--- src/rtl/mips_pkg.sv ---
// mips_pkg: shared types and constants for the data-memory port arbiter
package mips_pkg;
   typedef enum logic [1:0] {IDLE, ISSUE, WAIT, RESP} arb_state_e;
   typedef enum logic {GNT_IF, GNT_MEM} grant_e;
   localparam int WORD_BYTES = 4;
endpackage

--- src/rtl/arb_starve_ctr.sv ---
// arb_starve_ctr: saturating count of MEM grants taken while IF was waiting
module arb_starve_ctr
   import mips_pkg::*;
#(
   parameter int MAX = 3
) (
   input  logic clk,
   input  logic rst_n,
   input  logic inc,
   input  logic clr,
   output logic at_max
);
   localparam int CW = $clog2(MAX + 1);
   logic [CW-1:0] cnt;
   always_ff @(posedge clk or negedge rst_n)
      if (!rst_n) cnt <= '0;
      else if (clr) cnt <= '0;
      else if (inc && !at_max) cnt <= cnt + CW'(1);
   assign at_max = cnt >= CW'(MAX);
endmodule

--- src/rtl/dmem_port_arbiter.sv ---
// dmem_port_arbiter: shares one single-port data RAM between IF fetches and MEM loads/stores
module dmem_port_arbiter
   import mips_pkg::*;
#(
   parameter int DEPTH       = 32,
   parameter int RAM_LAT     = 1,
   parameter int IF_MAX_WAIT = 3
) (
   input  logic                     clk,
   input  logic                     rst_n,
   input  logic                     if_req,
   input  logic [31:0]              if_addr,
   output logic                     if_done,
   output logic [31:0]              if_rdata,
   input  logic                     mem_req,
   input  logic                     mem_we,
   input  logic [31:0]              mem_addr,
   input  logic [31:0]              mem_wdata,
   output logic                     mem_done,
   output logic [31:0]              mem_rdata,
   output logic                     addr_err,
   output logic                     stall,
   output logic                     ram_en,
   output logic                     ram_we,
   output logic [$clog2(DEPTH)-1:0] ram_addr,
   output logic [31:0]              ram_wdata,
   input  logic [31:0]              ram_rdata
);
   localparam int AW = $clog2(DEPTH);
   localparam int LW = (RAM_LAT > 1) ? $clog2(RAM_LAT) : 1;
   arb_state_e st, st_n;
   grant_e gnt;
   logic we_q, err_q, at_max, sel_if, we_in, err_in, grant, starve_inc, starve_clr;
   logic [AW-1:0] idx_q;
   logic [31:0] wdata_q, sel_addr;
   logic [LW-1:0] lat_cnt;
   assign sel_if = if_req & (~mem_req | at_max);
   assign sel_addr = sel_if ? if_addr : mem_addr;
   assign we_in = ~sel_if & mem_we;
   assign err_in = ((sel_addr % 32'(WORD_BYTES)) != '0) || ((sel_addr / 32'(WORD_BYTES)) >= 32'(DEPTH));
   assign grant = (st == IDLE) & (if_req | mem_req);
   assign starve_inc = grant & ~sel_if & if_req;
   assign starve_clr = (st == IDLE) & (~if_req | sel_if);
   arb_starve_ctr #(.MAX(IF_MAX_WAIT)) u_starve (
      .clk(clk), .rst_n(rst_n), .inc(starve_inc), .clr(starve_clr), .at_max(at_max)
   );
   always_ff @(posedge clk or negedge rst_n)
      if (!rst_n) st <= IDLE;
      else st <= st_n;
   always_comb begin
      st_n = st;
      case (st)
         IDLE:  if (grant) st_n = err_in ? RESP : ISSUE;
         ISSUE: st_n = we_q ? RESP : WAIT;
         WAIT:  if (lat_cnt == '0) st_n = RESP;
         RESP:  st_n = IDLE;
      endcase
   end
   // rdata registers load on the edge into RESP, so they change exactly with done
   always_ff @(posedge clk or negedge rst_n)
      if (!rst_n) begin
         gnt       <= GNT_IF;
         we_q      <= 1'b0;
         err_q     <= 1'b0;
         idx_q     <= '0;
         wdata_q   <= '0;
         lat_cnt   <= '0;
         if_rdata  <= '0;
         mem_rdata <= '0;
      end else begin
         if (grant) begin
            gnt     <= sel_if ? GNT_IF : GNT_MEM;
            we_q    <= we_in;
            err_q   <= err_in;
            idx_q   <= sel_addr[AW+1:2];
            wdata_q <= we_in ? mem_wdata : '0;
            if (err_in && sel_if) if_rdata <= '0;
            if (err_in && !sel_if) mem_rdata <= '0;
         end
         if (st == ISSUE) lat_cnt <= LW'(RAM_LAT - 1);
         if (st == WAIT) begin
            lat_cnt <= lat_cnt - LW'(1);
            if (lat_cnt == '0 && gnt == GNT_IF) if_rdata <= ram_rdata;
            if (lat_cnt == '0 && gnt == GNT_MEM) mem_rdata <= ram_rdata;
         end
      end
   assign ram_en    = st == ISSUE;
   assign ram_we    = ram_en & we_q;
   assign ram_addr  = ram_en ? idx_q : '0;
   assign ram_wdata = ram_en ? wdata_q : '0;
   assign if_done   = (st == RESP) & (gnt == GNT_IF);
   assign mem_done  = (st == RESP) & (gnt == GNT_MEM);
   assign addr_err  = (st == RESP) & err_q;
   assign stall     = rst_n & ((if_req & ~if_done) | (mem_req & ~mem_done));
endmodule

--- config.mk ---
export PLATFORM = sky130hd
export DESIGN_NAME = dmem_port_arbiter
export DESIGN_NICKNAME = d
export VERILOG_FILES = /design/src/rtl/mips_pkg.sv /design/src/rtl/arb_starve_ctr.sv /design/src/rtl/dmem_port_arbiter.sv
export SDC_FILE = /design/constraint.sdc
export NUM_CORES = 1
export LEC_CHECK = 0
export ABC_AREA = 1
export CORE_UTILIZATION = 41
export CTS_CLUSTER_DIAMETER = 150
export DETAILED_ROUTE_END_ITERATION = 7
export PLACE_DENSITY_LB_ADDON = 0.08
export SYNTH_ARGS = -nofsm -noshare
export SYNTH_HDL_FRONTEND = slang
export SYNTH_SLANG_ARGS = --single-unit
--- constraint.sdc ---
create_clock -name clk -period 2.1 [get_ports clk]
set_input_delay 0.315 -clock clk [delete_from_list [all_inputs] [get_ports clk]]
set_output_delay 0.315 -clock clk [all_outputs]
set_load 0.05 [all_outputs]
Word-level counts from Yosys, hierarchy flattened
Index checks and enable logic that the tools add are counted.
{"block": "totals", "ff_bits": 109, "elab_cells": 78}
{"block": "classes", "addsub": 2, "order_cmp": 2, "eq_ne": 5, "mux": 22, "bitwise_logic": 24, "n_reduce_logical": 13}
{"op": "two-way mux 32 bit", "count": 11}
{"op": "nonzero test 32 bit", "count": 1}
{"op": "greater-or-equal comparator 30 x 6 -> 1 bit (second input constant)", "count": 1}
{"op": "bitwise AND 1 bit", "count": 13}
{"op": "two-way mux 2 bit", "count": 5}
{"op": "case mux 2 bit (4 select lines)", "count": 1}
{"op": "inverter 1 bit", "count": 7}
{"op": "logical AND 1 bit", "count": 5}
{"op": "two-way mux 5 bit", "count": 1}
{"op": "equality test 2 bit (second input constant)", "count": 2}
{"op": "two-way mux 1 bit", "count": 4}
{"op": "!= test 2 bit (second input constant)", "count": 2}
{"op": "bitwise OR 1 bit", "count": 4}
{"op": "nonzero test 2 bit", "count": 2}
{"op": "adder 2 x 1 -> 2 bit (second input constant)", "count": 1}
{"op": "equality test 2 x 1 -> 1 bit (second input constant)", "count": 1}
{"op": "greater-or-equal comparator 2 bit (second input constant)", "count": 1}
{"op": "zero test 1 bit", "count": 2}
{"op": "zero test 2 bit", "count": 1}
{"op": "AND reduction 2 bit", "count": 1}
{"op": "logical OR 1 bit", "count": 1}
{"op": "subtractor 1 bit (second input constant)", "count": 1}

Logic depth before layout (Yosys ltp)
{"block": "logic_depth", "depth_word": 11, "ltp_mapped": 12}

Hierarchy
A second synthesis with hierarchy kept.
{"block": "hier_totals", "hier_cells": 648, "hier_area_um2": 5109.9}
{"mod": "dmem_port_arbiter", "instances": 1, "cells_each": 635, "area_each_um2": 5003.5, "seq_area_each_um2": 2677.6}
{"mod": "arb_starve_ctr", "instances": 1, "cells_each": 13, "area_each_um2": 106.4, "seq_area_each_um2": 50.0}

Worst setup path before layout
OpenSTA, ideal clock, no wires.
{"block": "synth_path", "path_kind": "register -> output", "start": "register st[1]", "end": "output port ram_wdata[10]", "arrival_ns": 1.955, "t_required_ns": 1.785, "path_slack_ns": -0.170, "path_stages_with_launch": 7, "path_buffers": 2, "cell_sequence": "dfrtp_1 -> inv_1 -> ha_1 -> clkbuf_1 -> clkbuf_1 -> nand2_1 -> inv_1"}
{"block": "synth_between", "elab_chain_len": 2}
{"item": "from (decl)", "line_no": "dmem_port_arbiter.sv:31", "text": "arb_state_e st, st_n;"}
{"item": "from (signal assigned)", "line_no": "dmem_port_arbiter.sv:49", "text": "else st <= st_n;"}
{"item": "equality test 2 x 1 -> 1 bit", "line_no": "dmem_port_arbiter.sv:87", "text": "assign ram_en = st == ISSUE;"}
{"item": "net ram_en", "line_no": "dmem_port_arbiter.sv:23", "text": "output logic ram_en,"}
{"item": "two-way mux 32 bit", "line_no": "dmem_port_arbiter.sv:90", "text": "assign ram_wdata = ram_en ? wdata_q : '0;"}
{"item": "to (decl)", "line_no": "dmem_port_arbiter.sv:26", "text": "output logic [31:0] ram_wdata,"}
The timed path passes the listed nets, and every way through them passes these cells.

Worst setup path after layout
{"block": "layout_path", "start": "register st[0]", "end": "output port stall"}
{"block": "layout_between", "elab_chain_len": 6, "elab_cells_between_ends": 9}
{"item": "equality test 2 bit *", "line_no": "dmem_port_arbiter.sv:91, dmem_port_arbiter.sv:92"}
{"item": "bitwise AND 1 bit, on equally long branches", "line_no": "dmem_port_arbiter.sv:91, dmem_port_arbiter.sv:92"}
{"item": "inverter 1 bit", "line_no": "dmem_port_arbiter.sv:94", "text": "assign stall = rst_n & ((if_req & ~if_done) | (mem_req & ~mem_done));"}
{"item": "bitwise AND 1 bit", "line_no": "dmem_port_arbiter.sv:94"}
{"item": "bitwise OR 1 bit *", "line_no": "dmem_port_arbiter.sv:94"}
{"item": "bitwise AND 1 bit *", "line_no": "dmem_port_arbiter.sv:94"}
{"item": "to (decl)", "line_no": "dmem_port_arbiter.sv:22", "text": "output logic stall,"}
Mark *: on every way between the ends. The rest lies on a longest branch, timed or not.

==> run_results.csv <==
group,metric,value,unit
run_status,status,"finished clean",
sta,fmax,495.6,MHz
clock_tree,cts_resized,0,
sta,whs,0.05378,ns
sta,fin_crit,2.018,ns
detailed_routing,drt_iter0_drc,199,
pwr,worst_ir_drop_vdd,0.0008288,V
global_routing,grt_first_pass_wirelength,24720,um
yosys,syn_area,5089,um^2
worst_setup_path,criticalPathCategory,"flop to output pin",
yosys,synth.avg_cell_area,7.976,um^2
worst_setup_path,crit_path_top_delay_cell,"dfrtp_1",
cells_and_area,finalNetCount,1005,
cells_and_area,final_area,8523,um^2
sta,rsz0062_at_grt,"yes",
worst_setup_path,critPathLaunchType,"flop",
worst_setup_path,critPathArrivalTime,1.70,ns
place,dpl.hpwl,11400,um
detailed_routing,routed_wirelength,15550,um
clock_tree,cts_hold_buf,0,
sta,hold_viol,0,
yosys,ys_seq_area_share,53.60,%
clock_tree,clk_pin_slew_worst_paths,0.07,ns
cells_and_area,diodes,0,
clock_tree,cts_tree,"built",
clock_tree,cts_setup_buffers,0,
worst_setup_path,r2r_start,"st[0]",
sta,timing.final.crit_share,96.08,%
place,placed_cells,1024,
yosys,synth-seq-cells,109,
pwr,p_total,12.22,mW
worst_hold_path,hp-class,"input port to async pin",
global_routing,antenna_found_initial,0,
pwr,p_leak,4.061,nW
place,dpl_cell_area,8230,um^2
clock_tree,cts_sinks,109,
cells_and_area,fill_cells,992,
run,max_cap_violations,0,
yosys,synth_cells,638,
cells_and_area,final_layout_size_suffix_gt1_share,13.19,%
place,dp_slack,0.1260,ns
clock_tree,root_buffer,"clkbuf_16",
detailed_routing,ant_nets,0,
detailed_routing,viasPerCell,4.817,
floorplanning,row_count,40,
place,port_buffers,239,
global_routing,grt_max_degree,110,
global_routing,grt_pass1_vias,4981,
clock_tree,cts_buffers,9,
detailed_routing,via_count,5010,
worst_setup_path,required,1.78,ns
worst_setup_path,crit_path_end_kind,"output pin",
place,place_congestion,0.7680,
floorplanning,start_util,42.19,%
sta,setup_viol,0,
floorplanning,coreArea,12060,um^2
floorplanning,io_pins,240,
yosys,synth_cell_types,24,
sta,slew_viol_final,0,
sta,slew_headroom,61.02,%
sta,final.setup.worst_slack,0.08226,ns
global_routing,grt_overflow,0,
detailed_routing,wl_per_cell,14.95,um
cells_and_area,area_delta_synth_final,67.49,%
clock_tree,clock_latency,0.34,ns
detailed_routing,drc,0,
cells_and_area,fin_cells,1040,
worst_setup_path,cp_max_fo,4,
yosys,yosysWarnings,0,
detailed_routing,drt-pass1-iter-count,5,
worst_setup_path,slowest_delay,0.42,ns
sta,tightest_slew,0.5848,ns
floorplanning,die_x,113.4,um
worst_setup_path,startpoint,"st[0]",
clock_tree,htree_levels,3,
sta,skew,0.003631,ns
worst_setup_path,cp_cell_sequence,"ha_1 -> nand2_1 -> inv_1 -> o22ai_2 -> and2_4 -> buf_12",
global_routing,track_usage,24.67,%
floorplanning,dieArea,12860,um^2
floorplanning,die_h,113.4,um
yosys,syn_nets,776,
pwr,p_per_area,1433,nW/um^2
clock_tree,cts_max_path_buffers,2,
## per-stage QoR
step	utilization, %	TNS (ns)
detailed placement	68.24	0
finish	70.66	0
global placement	68.24	0
floorplan	-	0
global route	70.66	-0.02398
CTS	70.54	0
## placed cells by master, fill, tap and decap left out, types with 2 or more instances in the layout
cell,n
buf_12,46
dfrtp_1,109
clkinvlp_4,32
a22o_1,2
ha_1,4
nor2_1,43
inv_1,54
buf_4,10
clkinv_2,2
nand2_1,265
nand3_1,32
clkbuf_16,9
nor2_2,4
a32o_1,32
nand2_2,2
a21oi_1,12
o21ai_0,5
clkdlybuf4s50_1,195
## worst max-delay path: cells and delay by family (launching register included)
kind	cells	cell delay [ns]
AO/OA/AOI/OAI	1	0.21
buffers and inverters	2	0.21
flip-flops	1	0.42
adder cells (fa/ha/maj)	1	0.25
AND/OR/NAND/NOR	2	0.27
## synthesized netlist by cell type (all sizes together)
cell type / n / area [um^2]
ha: 5 / 62.56
a32o: 32 / 320.3
inv: 86 / 322.8
dfrtp: 109 / 2728
a22o: 2 / 17.52
nor3: 1 / 5.000
a21oi: 13 / 76.33
and2: 1 / 6.260
clkbuf: 19 / 71.32
a21boi: 1 / 7.510
nand2: 267 / 1007
o22ai: 1 / 6.260
o21ai: 5 / 25.02
o21bai: 1 / 7.510
nor2: 48 / 190.2
buf: 14 / 65.06
nand3: 33 / 170.2
## sequential cells by signal, summed over array words and instances (netlist names)
register and cells:
if_rdata 32, mem_rdata 32, wdata_q 32, idx_q 5, st 2, u_starve.cnt 2
err_q 1, gnt 1, lat_cnt 1, we_q 1
## worst paths after layout
| kind | to | slack [ns] | cells past startpoint |
|---|---|---|---|
| max in group asynchronous | idx_q[0] | 1.59 | 2 |
| min in group clk | u_starve.cnt[0] | 0.49 | 1 |
| worst max-delay path | stall | 0.08 | 6 |
| worst min-delay path | if_rdata[29] | 0.05 | 2 |
| worst max register to register | mem_rdata[28] | 0.17 | 7 |
| worst min register to register | u_starve.cnt[0] | 0.49 | 1 |
## cell families after synthesis
family / share of synthesized area [%]
AOI/OAI and AO/OA: 9.049
adders and majority gates: 1.229
buffers and inverters: 9.024
DFF: 53.60
and+or+nand+nor: 27.10
## layer usage
metal / GRT usage [%] / up-vias / routed length, um
li1: - / 2436 / -
met1: 27.53 / 2355 / 5909
met2: 43.15 / 191 / 7762
met3: 8.448 / 28 / 1371
met4: 10.18 / 0 / 505
met5: 0 / - / 0
## cell type report
type	instances	area [um^2]	share of cell area, %
sequential	109	2728	32.00
timing repair buffer	251	2948	34.59
inverter	86	439.2	5.153
tap	168	210.2	2.466
clock inverter	5	35.03	0.4110
clock buffer	11	242.7	2.848
multi-input combinational	410	1921	22.53
## power breakdown
group	total [mW]	internal [mW]	switching [mW]
sequential	3.50	2.99	0.515
clock	1.62	0.841	0.779
combinational	7.09	2.58	4.51
No activity file was read; power rests on OpenSTA's default activity.
